$ cat config.mk
export PLATFORM = sky130hd
export DESIGN_NAME = game_screen_ctrl
export DESIGN_NICKNAME = d
export VERILOG_FILES = /design/src/rtl/game_screen_ctrl.sv
export SDC_FILE = /design/constraint.sdc
export NUM_CORES = 1
export LEC_CHECK = 0
export ABC_AREA = 1
export BUFFER_PORTS_ARGS = -buffer_cell sky130_fd_sc_hd__buf_2
export CORE_UTILIZATION = 40
export CTS_BUF_LIST = sky130_fd_sc_hd__clkbuf_16
export DETAILED_ROUTE_END_ITERATION = 8
export PLACE_DENSITY = 0.69
export SLEW_MARGIN = 10
export SYNTH_ARGS = -nofsm -noshare
export SYNTH_HDL_FRONTEND = slang
export SYNTH_SLANG_ARGS = --single-unit
$ cat constraint.sdc
create_clock -name CLK -period 2.6 [get_ports CLK]
set_input_delay 0.39 -clock CLK [delete_from_list [all_inputs] [get_ports CLK]]
set_output_delay 0.39 -clock CLK [all_outputs]
set_load 0.05 [all_outputs]
$ cat src/rtl/game_screen_ctrl.sv
// Game screen controller: button-driven START/PLAY/END state machine, frame-aligned
// screen switching, registered VGA colour mux and pixel strobe. Define GAME_PAUSE_EN for PAUSE.
module game_screen_ctrl #(
    parameter int COLOR_W    = 4,
    parameter int DIV_LOG2   = 2,
    parameter int END_FRAMES = 120
) (
    input  logic                   CLK,
    input  logic                   RST,
    input  logic                   start_game,
    input  logic                   reset_game,
    input  logic                   pause_game,
    input  logic                   end_game,
    input  logic                   frame_start,
    input  logic                   active,
    input  logic [3*COLOR_W-1:0]   start_rgb,
    input  logic [3*COLOR_W-1:0]   play_rgb,
    input  logic [3*COLOR_W-1:0]   end_rgb,
    output logic                   pix_stb,
    output logic [1:0]             current_state,
    output logic [1:0]             shown_state,
    output logic [COLOR_W-1:0]     VGA_R,
    output logic [COLOR_W-1:0]     VGA_G,
    output logic [COLOR_W-1:0]     VGA_B,
    output logic                   state_chg
);

    typedef enum logic [1:0] {
        ST_START = 2'd0,
        ST_PLAY  = 2'd1,
        ST_END   = 2'd2,
        ST_PAUSE = 2'd3
    } state_t;

    localparam logic [7:0] END_LIM = 8'(END_FRAMES);

    state_t               state_q, state_d, shown_q, shown_d;
    logic [7:0]           cnt_q, cnt_d;
    logic                 chg_q, chg_d;
    logic                 start_q, reset_q, armed_q;
    logic                 start_edge, reset_edge, pause_edge;
    logic [3*COLOR_W-1:0] rgb_q, rgb_d, sel_rgb;
    logic                 stb_q, stb_d;

`ifdef GAME_PAUSE_EN
    logic pause_q;

    always_ff @(posedge CLK or negedge RST) begin
        if (!RST) pause_q <= 1'b0;
        else      pause_q <= pause_game;
    end

    assign pause_edge = pause_game & ~pause_q & armed_q;
`else
    logic unused_pause;
    assign unused_pause = pause_game;
    assign pause_edge   = 1'b0;
`endif

    // armed_q masks the first clock after reset so held buttons are not edges
    assign start_edge = start_game & ~start_q & armed_q;
    assign reset_edge = reset_game & ~reset_q & armed_q;

    always_comb begin
        state_d = state_q;
        cnt_d   = cnt_q;
        if (state_q == ST_END && frame_start && cnt_q != 8'hFF)
            cnt_d = cnt_q + 8'd1;
        case (state_q)
            ST_START: if (start_edge) state_d = ST_PLAY;
            ST_PLAY: begin
                if (end_game)        state_d = ST_END;
                else if (pause_edge) state_d = ST_PAUSE;
            end
            ST_END: begin
                if (start_edge)
                    state_d = ST_PLAY;
                else if (END_FRAMES != 0 && frame_start &&
                         ({1'b0, cnt_q} + 9'd1) >= {1'b0, END_LIM})
                    state_d = ST_START;
            end
            default: begin
`ifdef GAME_PAUSE_EN
                if (pause_edge || start_edge) state_d = ST_PLAY;
`else
                state_d = ST_START;
`endif
            end
        endcase
        if (reset_edge) state_d = ST_START;
        if (state_d == ST_END && state_q != ST_END) cnt_d = 8'd0;
        chg_d   = (state_d != state_q);
        shown_d = frame_start ? state_q : shown_q;
    end

`ifdef GAME_PAUSE_EN
    logic [COLOR_W-1:0] half_r, half_g, half_b;
    assign half_r = play_rgb[3*COLOR_W-1:2*COLOR_W] >> 1;
    assign half_g = play_rgb[2*COLOR_W-1:COLOR_W] >> 1;
    assign half_b = play_rgb[COLOR_W-1:0] >> 1;
`endif

    always_comb begin
        sel_rgb = '1;
        case (shown_q)
            ST_START: sel_rgb = start_rgb;
            ST_PLAY:  sel_rgb = play_rgb;
            ST_END:   sel_rgb = end_rgb;
            default: begin
`ifdef GAME_PAUSE_EN
                sel_rgb = {half_r, half_g, half_b};
`else
                sel_rgb = '1;
`endif
            end
        endcase
        rgb_d = active ? sel_rgb : '0;
    end

    always_ff @(posedge CLK or negedge RST) begin
        if (!RST) begin
            state_q <= ST_START;
            shown_q <= ST_START;
            cnt_q   <= 8'd0;
            chg_q   <= 1'b0;
            start_q <= 1'b0;
            reset_q <= 1'b0;
            armed_q <= 1'b0;
            rgb_q   <= '0;
        end else begin
            state_q <= state_d;
            shown_q <= shown_d;
            cnt_q   <= cnt_d;
            chg_q   <= chg_d;
            start_q <= start_game;
            reset_q <= reset_game;
            armed_q <= 1'b1;
            rgb_q   <= rgb_d;
        end
    end

    generate
        if (DIV_LOG2 == 0) begin : g_nodiv
            assign stb_d = 1'b1;
        end else begin : g_div
            logic [DIV_LOG2-1:0] div_q, div_d;
            assign div_d = div_q + DIV_LOG2'(1);
            assign stb_d = &div_q;
            always_ff @(posedge CLK or negedge RST) begin
                if (!RST) div_q <= '0;
                else      div_q <= div_d;
            end
        end
    endgenerate

    always_ff @(posedge CLK or negedge RST) begin
        if (!RST) stb_q <= 1'b0;
        else      stb_q <= stb_d;
    end

    assign pix_stb       = stb_q;
    assign current_state = state_q;
    assign shown_state   = shown_q;
    assign state_chg     = chg_q;
    assign VGA_R         = rgb_q[3*COLOR_W-1:2*COLOR_W];
    assign VGA_G         = rgb_q[2*COLOR_W-1:COLOR_W];
    assign VGA_B         = rgb_q[COLOR_W-1:0];

endmodule

==> results of run 1 <==
-- cells in the mapped netlist --
library cell  count  area [µm²]
conb_1            1        3.75
clkbuf_1          6        22.5
nand3_1          45         225
nand3_2           1        10.0
nor2_1            9        33.8
inv_1            28         105
nor2_2            1        6.26
buf_1             1        3.75
ha_1              3        37.5
clkbuf_2          1        5.00
dfrtp_1          31         776
inv_4             1        6.26
nand2_4           1        11.3
nor3_1            1        5.00
o22ai_1           2        12.5
nand4_1           3        18.8
o21ai_0          20         100
nor3_2            2        20.0
nand2_1          42         158
xor2_1            2        17.5
-- sequential cells by signal, summed over array words and instances (netlist names) --
name and count:
rgb_q 12, reset_q 1, pix_stb 1, g_div.div_q 2, cnt_q 8, start_q 1, shown_state 2, current_state 2
armed_q 1, state_chg 1
-- layout make-up --
type / instances / area [µm²] / share of cell area
clock buffers: 5 / 125 / 0.0604
repair buffers: 60 / 300 / 0.145
inverters: 29 / 111 / 0.0538
clock inverters: 3 / 38.8 / 0.0187
flip-flops and latches: 31 / 776 / 0.375
well taps: 48 / 60.1 / 0.0290
multi-input cells: 133 / 659 / 0.318
-- power by group through the flow --
stage | logic (mW) | registers, mW | clock network [mW]
floorplan | 0.369 | 0.951 | 0
global placement | 0.776 | 0.728 | 0
detailed placement | 0.783 | 0.729 | 0
CTS | 0.786 | 0.723 | 0.660
global route | 0.866 | 0.749 | 0.682
finish | 0.781 | 0.724 | 0.649
-- path summary, 6_finish.rpt --
path | to | slack, ns
setup / recovery | shown_state[0] | 0.76
hold / removal | pix_stb$_DFF_PN0_ | 0.15
setup reg to reg | rgb_q[9]$_DFF_PN0_ | 0.92
hold reg to reg | g_div.div_q[0]$_DFF_PN0_ | 0.43
max in group asynchronous | armed_q$_DFF_PN0_ | 2.02
min in group CLK | reset_q$_DFF_PN0_ | 0.23
-- cells by family (layout without fill, tap and decap cells) --
logic type,count (synthesis),in the layout,share of synthesized area
other,1,1,0.00238
buffers and inverters,37,97,0.0904
AOI/OAI and AO/OA,22,22,0.0714
and+or+nand+nor,105,105,0.309
xor gates and xnor gates,2,2,0.0111
DFF,31,31,0.492
adders and majority gates,3,3,0.0238
-- metrics by stage --
| step | util | power [mW] | std cells | setup slack (ns) | cell area, µm² |
|---|---|---|---|---|---|
| after floorplan | - | 1.32 | 201 | 1.04 | 1580 |
| after global placement | 0.513 | 1.50 | 301 | 0.945 | 1910 |
| after detailed placement | 0.513 | 1.51 | 301 | 0.942 | 1910 |
| after CTS | 0.557 | 2.17 | 309 | 0.767 | 2070 |
| after global routing | 0.557 | 2.30 | 309 | 0.654 | 2070 |
| final | 0.557 | 2.15 | 309 | 0.756 | 2070 |
-- cells in the final DEF, fill, tap and decap left out, drive strengths merged, types with 2 or more instances in the layout --
cell / netlist / final
o22ai: 2 / 2
nor3: 3 / 3
ha: 3 / 3
clkbuf: 7 / 5
inv: 29 / 29
nand2: 43 / 43
nor2: 10 / 10
xor2: 2 / 2
o21ai: 20 / 20
buf: 1 / 60
nand4: 3 / 3
dfrtp: 31 / 31
clkinv: 0 / 2
nand3: 46 / 46
-- metal layers --
metal | routed length [µm] | vias up | share of wire | global-route usage
met4 | 101 | 0 | 0.029 | 0.117
li1 | - | 762 | - | -
met5 | 0 | - | 0 | 0
met2 | 1660 | 40 | 0.48 | 0.313
met1 | 1540 | 692 | 0.44 | 0.243
met3 | 168 | 9 | 0.048 | 0.0528
==> results by group, run 1 <==
Setup path
  • Launch point of the worst path: shown_state[0]$_DFFE_PN0P_
  • Crit Path Max Fanout: 26
  • CP startpoint kind: flip-flop
  • Crit path max-delay cell type: dfrtp_1
  • Crit path max-delay family: flip-flops
  • CP cell instances: buf_2
  • CP Depth: 1
  • Path depth of the worst reg2reg path: 5
  • WP buf/inv: 1
  • Crit path DAT: 1.45 ns
  • Setup Crit Path Kind: flip-flop to output port
  • Reg2reg start: shown_state[0]$_DFFE_PN0P_
  • Worst setup EP type: output port
  • Max incr delay on CP: 0.79 ns
  • Critical Path RT: 2.21 ns

Timing
  • Top achievable clock speed: 542 MHz
  • Setup_tns: 0 ns
  • Final min period: 1.84 ns
  • Final setup fails: 0
  • RSZ-0062 raised after global routing: false
  • Tcrit/Tclk final: 0.709
  • Worst Skew: 0.00292 ns
  • Slew headroom: 0.532
  • Hold Slack: 0.146 ns
  • Fin. Hold Viols: 0
  • Worst slew pin tran: 0.702 ns
  • Max Slew Vio Count: 0

Pwr
  • Switch Pwr: 892 µW
  • Combinational power share: 0.362
  • Internal power: 1.26 mW
  • Leakage: 1.20 nW
  • Sequential Power Share: 0.336
  • Clk network pwr share: 0.301
  • Worst VDD drop: 0.611 mV
  • Power Dens Cells: 1040 mW/mm²
  • Switch share: 0.414

Final layout
  • Inserted Diodes: 0
  • Fill cells: 384
  • Nets: 307
  • Layout cells sized above 1: 0.280
  • Area growth, synth to finish: 31.2%

GRT
  • Vias in the first global route: 1,425
  • Grt ovf: 0
  • Initial antenna violation count: 0
  • Total GRT Usage: 0.199
  • Pin count of the biggest net entering global routing: 32
  • First-pass GRT wire length: 6.22 mm

Synth
  • Syn_area_per_cell: 7.85 µm²
  • YS warnings: 0
  • Sequential share of the synthesized area: 0.492
  • Synth Net Count: 248
  • Synth Cell Area: 0.00158 mm²
  • FF+latch count, synth: 31
  • Gate count of the mapped netlist: 201
  • Cell variety after synth: 20

Floorplan
  • Chip height: 64.8 µm
  • Chip width: 64.8 µm
  • Boundary pin count: 62
  • Core area: 0.00372 mm²
  • Die area: 0.00420 mm²
  • Number of core rows: 22
  • Initial Util: 0.425

Clock tree
  • H-tree depth: 2
  • Worst-path clk slew: 0.05 ns
  • Root Buffer: clkbuf_16
  • CTS tree: done
  • # clock sinks: 31
  • Number of post-CTS setup repair buffers: 0
  • Worst-Skew Late Latency: 0.28 ns
  • Post_cts resized: 0
  • Buffer depth of the longest clock path: 2
  • CTS Buf Count: 5
  • Post-CTS Hold Fix Bufs: 0

Run
  • Maxcap violations: 0

Placed design
  • Dpl hpwl: 2.47 mm
  • GPL Wtd Cong: 0.809
  • Port bufs: 60

Outcome
  • Outcome: finished, final reports clean

Drt
  • Iteration-0 DRC Markers: 73
  • Post-route ant nets: 0
  • Via-to-Cell Ratio: 4.86
  • Drt wl/cell: 11.2 µm
  • WL final: 3.47 mm
  • Routed vias: 1,503
  • Drt drc: 0
  • Pre-antenna DRT Iters: 4

Hold path
  • Hold crit path type: input port to asynchronous set/reset pin
No activity file was read; power rests on OpenSTA's default activity.
==> run 2: changes to the inputs <==
Settings changed: ABC_AREA 1 to 0.
Clock period 2.6 ns to 1.9 ns, I/O delays scaled along.
==> run 2 against run 1 <==
  * Flip-flop and latch count unchanged
  * Global-route usage increased by 0.57 points
  * Count of clock-buffer cells in the layout unchanged
  * Non-clock buffer count increased by 3
  * Worst hold slack got worse by 0.088 ns
  * Via count decreased by 8.3%
  * Routed wire length increased by 5.0%
  * Final area about the same
  * Critical path type is now flip-flop to flip-flop
==> results by group, run 2 <==
GRT
  • Initial antenna violation count: 0
  • Vias in the first global route: 1,407
  • Pin count of the biggest net entering global routing: 32
  • Total GRT Usage: 0.204
  • Grt ovf: 0
  • First-pass GRT wire length: 6.33 mm

Drt
  • Routed vias: 1,379
  • Post-route ant nets: 0
  • Drt wl/cell: 14.6 µm
  • Via-to-Cell Ratio: 5.52
  • WL final: 3.65 mm
  • Pre-antenna DRT Iters: 4
  • Iteration-0 DRC Markers: 35
  • Drt drc: 0

Pwr
  • Power Dens Cells: 1270 mW/mm²
  • Switch share: 0.390
  • Switch Pwr: 1.02 mW
  • Clk network pwr share: 0.268
  • Leakage: 1.00 nW
  • Sequential Power Share: 0.366
  • Combinational power share: 0.365
  • Worst VDD drop: 0.777 mV
  • Internal power: 1.60 mW

Synth
  • Number of flops mapped to enable cells by yosys: 0
  • Synth area leaders: dfrtp_1, mux2_2, o221a_2, ha_1, nor2_1
  • Synth Cell Area: 0.00159 mm²
  • Cell variety after synth: 40
  • Synth top area share: 0.488
  • Commonest cells post-synth: dfrtp_1, mux2_2, o221a_2
  • Count leader, synth: dfrtp_1
  • Synth Net Count: 187
  • Cell taking the most area after synthesis: dfrtp_1
  • FF+latch count, synth: 31
  • Syn_area_per_cell: 11.4 µm²
  • Ys async rst share: 1.00
  • Main flop type after synthesis: dfrtp_1
  • YS warnings: 0
  • Gate count of the mapped netlist: 140
  • Sequential share of the synthesized area: 0.488

Setup path
  • Critical Path RT: 2.06 ns
  • Worst setup EP type: flip-flop
  • CP startpoint kind: flip-flop
  • Crit path DAT: 1.92 ns
  • Setup Crit Path Kind: flip-flop to flip-flop
  • Crit Path Max Fanout: 7

Timing
  • Hold Slack: 0.0582 ns
  • Max Slew Vio Count: 0
  • Fin. Hold Viols: 0
  • Final setup fails: 0
  • Worst Skew: 0.00450 ns
  • Top achievable clock speed: 566 MHz
  • Tcrit/Tclk final: 0.930
  • Worst slew pin tran: 0.680 ns
  • Final min period: 1.77 ns
  • Slew headroom: 0.547
  • RSZ-0062 raised after global routing: false
  • Setup_tns: 0 ns

Floorplan
  • Chip width: 65.0 µm
  • Number of core rows: 22
  • Core area: 0.00374 mm²
  • Boundary pin count: 62
  • Die area: 0.00423 mm²
  • Initial Util: 0.424
  • Chip height: 65.0 µm

Placed design
  • Port bufs: 60
  • GPL Wtd Cong: 0.882
  • Dpl hpwl: 2.68 mm

Clock tree
  • Worst-path clk slew: 0.05 ns
  • # clock sinks: 31
  • CTS tree: done
  • Worst-Skew Late Latency: 0.27 ns
  • Buffer depth of the longest clock path: 2
  • H-tree depth: 2
  • Post_cts resized: 0
  • CTS Buf Count: 5
  • Root Buffer: clkbuf_16

Final layout
  • Layout cells sized above 1: 0.480
  • Nets: 250
  • Inserted Diodes: 0
  • Most frequent cells in the layout: buf_2, dfrtp_1, mux2_2, o221a_2, nor2_1
  • Max reg flops: 12
  • Largest regs: rgb_q (12), cnt_q (8)
  • Register with the highest flop count: rgb_q
  • Most common cell after layout, fill and taps aside: buf_2
  • Reg area: 776 µm²
  • Area growth, synth to finish: 30.2%
  • Fill cells: 328
  • Footprint of the multi-input gates: 771 µm²

Outcome
  • Outcome: finished, final reports clean

Run
  • Maxcap violations: 0

Hold path
  • Hold crit path type: input port to asynchronous set/reset pin
run 2: final cells by class:
| cell class | count | area share |
|---|---|---|
| Clock buffer | 5 | 0.0605 |
| Sequential cell | 31 | 0.375 |
| Tap cell | 48 | 0.0290 |
| Multi-Input combinational cell | 99 | 0.372 |
| Inverter | 3 | 0.00544 |
| Clock inverter | 1 | 0.00181 |
| Timing Repair Buffer | 63 | 0.156 |
run 2: power groups by stage:
stage	combinational [mW]	sequential (mW)	clock, mW
after global placement	0.930	0.954	0
after CTS	0.965	0.959	0.718
after floorplan	0.401	1.24	0
after global routing	1.04	0.990	0.752
final	0.957	0.959	0.703
after detailed placement	0.957	0.964	0
run 2: path summary, 6_finish.rpt:
path / startpoint / end / slack, ns / cells past startpoint
min: RST / g_div.div_q[1]$_DFF_PN0_ / 0.06 / 1
min in group CLK: reset_game / reset_q$_DFF_PN0_ / 0.14 / 1
min reg2reg: g_div.div_q[0]$_DFF_PN0_ / g_div.div_q[0]$_DFF_PN0_ / 0.42 / 1
max in group asynchronous: RST / current_state[0]$_DFF_PN0_ / 1.40 / 1
max: cnt_q[1]$_DFFE_PN0P_ / current_state[1]$_DFF_PN0_ / 0.13 / 5
max reg2reg: cnt_q[1]$_DFFE_PN0P_ / current_state[1]$_DFF_PN0_ / 0.13 / 5
run 2: logic make-up after synthesis:
group | after synthesis | share of synthesized area
mux | 16 | 0.112
other cells | 1 | 0.00236
compound gates | 34 | 0.179
flops | 31 | 0.488
buf+inv | 10 | 0.0268
fa+ha+maj | 3 | 0.0236
simple gates | 42 | 0.152
xor+xnor | 3 | 0.0165
run 2: stage by stage:
step	total power [mW]	utilization	instance area, µm²	setup WS [ns]	instances
global placement	1.88	0.516	1930	0.178	243
floorplan	1.64	-	1590	0.228	140
finish	2.62	0.553	2070	0.133	250
global route	2.78	0.553	2070	0.0299	250
detailed placement	1.92	0.516	1930	0.118	243
CTS	2.64	0.551	2060	0.113	249
run 2: critical path: stages, from the launching register on:
cell and delay, ns:
dfrtp_1 0.45, ha_1 0.28, nand4_1 0.24, o32ai_1 0.30, o32ai_1 0.16, a31o_1 0.22
run 2: repair_timing:
action | in CTS | in global routing
setup endpoints to repair | 0 | 2
hold buffers | 0 | 0
setup buffers | 0 | 1
run 2: per-layer routing:
metal | global-route usage | vias to the layer above | share of wire
met5 | 0 | - | 0
met4 | 0.0897 | 0 | 0.020
met3 | 0.0669 | 5 | 0.073
met2 | 0.353 | 54 | 0.49
met1 | 0.228 | 664 | 0.41
li1 | - | 656 | -
